===== src/rtl/instruction_fetch.sv =====
// Instruction-fetch stage: owns the program counter, addresses the combinational
// instruction memory and fills the IF/ID pipeline register (bubbles on redirect).
module instruction_fetch #(
    parameter int INS_ADDRESS = 9,
    parameter int INS_W       = 32,
    parameter int RESET_PC    = 0
) (
    input  logic                   clk,
    input  logic                   reset,
    input  logic                   stall,
    input  logic                   redirect,
    input  logic [INS_ADDRESS-1:0] redirect_pc,
    output logic [INS_ADDRESS-1:0] imem_ra,
    input  logic [INS_W-1:0]       imem_rd,
    output logic [INS_ADDRESS-1:0] if_id_pc,
    output logic [INS_W-1:0]       if_id_instr,
    output logic                   if_id_valid,
    output logic [31:0]            fetch_count
);

    localparam logic [INS_W-1:0]       NOP_INSTR = INS_W'(32'h0000_0013);
    localparam logic [INS_ADDRESS-1:0] PC_START  = INS_ADDRESS'(RESET_PC) & ~INS_ADDRESS'(3);
    localparam logic [INS_ADDRESS-1:0] PC_STEP   = INS_ADDRESS'(4);

    logic [INS_ADDRESS-1:0] pc;
    logic [INS_ADDRESS-1:0] redirect_target;
    logic                   unused_redirect_low_bits;

    // Targets are word aligned; the byte-offset bits from execute are dropped.
    assign redirect_target          = {redirect_pc[INS_ADDRESS-1:2], 2'b00};
    assign unused_redirect_low_bits = ^redirect_pc[1:0];

    assign imem_ra = pc;

    // Priority: reset, then redirect (even while stalled), then stall, then run.
    always_ff @(posedge clk) begin
        if (reset) begin
            pc          <= PC_START;
            if_id_pc    <= '0;
            if_id_instr <= NOP_INSTR;
            if_id_valid <= 1'b0;
            fetch_count <= '0;
        end else if (redirect) begin
            pc          <= redirect_target;
            if_id_pc    <= '0;
            if_id_instr <= NOP_INSTR;
            if_id_valid <= 1'b0;
        end else if (!stall) begin
            pc          <= pc + PC_STEP;
            if_id_pc    <= pc;
            if_id_instr <= imem_rd;
            if_id_valid <= 1'b1;
            fetch_count <= fetch_count + 32'd1;
        end
    end

endmodule


===== config.mk =====
export PLATFORM = sky130hd
export DESIGN_NAME = instruction_fetch
export DESIGN_NICKNAME = d
export VERILOG_FILES = /design/src/rtl/instruction_fetch.sv
export SDC_FILE = /design/constraint.sdc
export NUM_CORES = 1
export LEC_CHECK = 0
export CORE_MARGIN = 5
export CORE_UTILIZATION = 46
export CTS_BUF_LIST = sky130_fd_sc_hd__clkbuf_16
export DETAILED_ROUTE_END_ITERATION = 10
export GPL_ROUTABILITY_DRIVEN = 1
export PLACE_DENSITY_LB_ADDON = 0.2
export SLEW_MARGIN = 20
export SYNTH_ARGS = -nofsm -noshare
export SYNTH_HDL_FRONTEND = slang
export SYNTH_SLANG_ARGS = --single-unit

===== constraint.sdc =====
create_clock -name clk -period 3.17 [get_ports clk]
set_clock_uncertainty 0.05 [all_clocks]
set_input_delay 0.4755 -clock clk [delete_from_list [all_inputs] [get_ports clk]]
set_output_delay 0.4755 -clock clk [all_outputs]
set_load 0.02 [all_outputs]

==> key figures <==
Drt
  – Starting DRT DRC Count: 160
  – Antenna viol nets, final: 0
  – Routed WL per cell: 14.9 microns
  – Via count: 3010
  – DRT Pass-1 Iters: 4
  – Drc violations: 0
  – Drt total wl: 8.63 mm
  – Via density: 5.20

Placement
  – Placed insts: 563
  – GP Congestion: 0.814
  – # port buffers: 121
  – Dpl hpwl: 6.11 mm

Timing
  – Max frequency: 444 MHz
  – Setup tns final: 0 ns
  – Rel. slew slack: 0.522
  – Slew Viols, Final: 0
  – Worst slew pin tran: 0.717 ns
  – Final setup viols: 0
  – Fin crit share: 0.710
  – Final hold viol count: 0
  – RSZ-0062 raised after global routing: false
  – Fin crit period: 2.25 ns

Power and ir drop
  – Power, Total: 2.42 mW
  – Pwr Density: 492 nW/um^2
  – Leakage Power: 1.81 nW
  – Peak supply drop: 0.000297 V

Setup path
  – Data required, critical path: 3.38 ns
  – FF-to-FF Start: fetch_count[5]$_SDFFE_PP0P_
  – CP endpoint kind: flop
  – R2R Setup Slk: 1.01 ns
  – Cells on worst reg2reg path: 4
  – Setup CP Type: in -> reg
  – Worst path max stage delay: 0.63 ns
  – CP Cell Sequence: clkdlybuf4s50_1 > and4bb_1 > nand4_1 > or4_1 > a21oi_1
  – Slowest cell on crit path: or4_1
  – Setup crit start kind: input pin
  – Max FO, Critical Path: 12
  – Critical Path AT: 2.46 ns
  – Crit Reg-Reg Endpoint: fetch_count[31]$_SDFFE_PP0P_

Run
  – Max_cap viols: 0

Floorplan
  – Starting Density: 0.467
  – Die footprint: 9050 sq um
  – Die H: 95.2 microns
  – Row count: 31
  – Die Wd: 95.2 microns
  – CORE AREA: 7140 sq um
  – I/O Pins: 128

Clock tree
  – CTS tree: built
  – Setup Fix Bufs, Post-CTS: 0
  – Clock Path Buffers: 2
  – Skew-Pair Late Insertion Delay: 0.33 ns
  – CTS resizes: 0
  – Hold buffers post-CTS: 0
  – CTS root buf: clkbuf_16
  – Clock Pin Slew Worst Setup and Hold Paths: 0.06 ns
  – Max H-tree Level: 3
  – Clock sink count: 79
  – TritonCTS Buffers: 9

Logic synthesis
  – Count leader, synth: dfxtp_1
  – Synth area leaders: dfxtp_1 (47%), mux2i_1 (12%), nor2_1 (6.8%)
  – Avg Synthesized Cell Area: 9.24 sq um
  – Register area share after synthesis: 0.474
  – Post-synth top cells: dfxtp_1 (79), nor2_1 (60), mux2i_1 (39), a21oi_1 (22)
  – Main synth FF type: dfxtp_1
  – Synth top area share: 0.474
  – Netlist cell types: 33
  – Synth warnings: 0
  – Cells after Synth: 361
  – Ys async rst share: 0
  – Flops & latches, synth: 79
  – Post-synthesis cell area: 3340 sq um
  – Top cell type by total area after synthesis: dfxtp_1
  – Number of flops mapped to enable cells by yosys: 0

Global routing
  – Grt ovf: 0
  – Largest net degree at the start of global routing: 49
  – Total GRT Usage: 0.196
  – First-pass GRT wire length: 14.0 mm
  – Initial antenna violation count: 0
  – Vias in the first global route: 2921

Final layout
  – Fin nets: 522
  – Post-route insts no fill: 579
  – Share of layout cells above drive strength 1: 0.0479
  – Area Overhead vs Synth: 47.5%
  – Antenna diodes: 0
  – Layout fillers: 597

Outcome
  – Outcome: completed

Hold path
  – WHS Path Cells: 2
  – Min-delay src: if_id_valid$_SDFFE_PP0N_
  – HP Class: reg -> reg
  – Hold EP: if_id_valid$_SDFFE_PP0N_
routing by layer:
metal,global-route usage,up-vias,share of wire
met1,0.224,1400,0.41
met3,0.0837,9,0.095
met5,0,-,0
li1,-,1502,-
met2,0.322,99,0.48
met4,0.0757,0,0.013
stage by stage:
step / setup slack (ns) / hold slack, ns / cell area [sq um] / util
after floorplan: 1.18 / 0.476 / 3350 / -
after global placement: 0.677 / 0.388 / 4580 / 0.642
after detailed placement: 0.637 / 0.399 / 4580 / 0.642
after CTS: 0.951 / 0.409 / 4920 / 0.690
after global routing: 0.738 / 0.443 / 4920 / 0.690
final: 0.919 / 0.403 / 4920 / 0.690
power breakdown:
| part | internal (mW) | switching (mW) |
|---|---|---|
| Combinational | 0.122 | 0.106 |
| Sequential | 1.02 | 0.0176 |
| Clock | 0.764 | 0.397 |
| Total | 1.90 | 0.521 |
cell type report:
type / count / area, sq um / share of cell area
Timing Repair Buffer: 125 / 1240 / 0.251
Clock inverter: 7 / 111 / 0.0226
Inverter: 6 / 22.5 / 0.00458
Multi-Input combinational cell: 254 / 1620 / 0.329
Sequential cell: 79 / 1580 / 0.321
Clock buffer: 9 / 225 / 0.0458
Tap cell: 99 / 124 / 0.0252
kinds of logic (layout without fill, tap and decap cells):
kind of cell             count (synthesis)  after routing  synth area share
AO/OA/AOI/OAI                           45             45            0.0806
multiplexers                            42             42             0.127
other                                    1              4           0.00112
XOR/XNOR                                17             17            0.0446
adder cells (fa/ha/maj)                  2              2           0.00750
buffers and inverters                   31            147            0.0435
flip-flops                              79             79             0.474
AND/OR/NAND/NOR                        144            144             0.221
sequential cells by signal, summed over array words and instances (netlist names):
name	flops
if_id_pc	7
if_id_instr	32
if_id_valid	1
fetch_count	32
imem_ra	7
cells in the final DEF, fill, tap and decap left out, types with 2 or more instances in the layout:
cell type and instances:
clkdlybuf4s50_1 120, dfxtp_1 79, nor2_1 60, mux2i_1 39, a21oi_1 22, nand2_1 16, nand4_1 16, nand3_1 12
xor2_1 11, clkbuf_16 9, o31ai_1 8, or4_1 8, or3_1 7, o21ai_0 7, inv_1 6, xnor2_1 6
nor2b_1 5, and4_1 5, a211oi_1 5, nor4_1 4, conb_1 4, buf_4 4, mux2_2 3, o41ai_1 3
or4b_1 3, bufinv_16 3, and2_1 2, and3_1 2, ha_1 2, clkinv_1 2
how the worst max path moves through the flow:
stage | slack, ns | endpoint | start | depth (start not counted)
finish | 0.92 | fetch_count[26]$_SDFFE_PP0P_ | redirect | 5
global route | 0.74 | fetch_count[28]$_SDFFE_PP0P_ | redirect | 5
CTS | 0.95 | fetch_count[20]$_SDFFE_PP0P_ | redirect | 5
detailed placement | 0.64 | fetch_count[20]$_SDFFE_PP0P_ | redirect | 5
global placement | 0.68 | fetch_count[28]$_SDFFE_PP0P_ | redirect | 5
floorplan | 1.18 | fetch_count[31]$_SDFFE_PP0P_ | fetch_count[17]$_SDFFE_PP0P_ | 5
worst max-delay path: cells and delay by family:
family / cells / cell delay [ns]
compound gates: 1 / 0.16
buf+inv: 1 / 0.41
simple gates: 3 / 1.41
No activity file was read; power rests on OpenSTA's default activity.
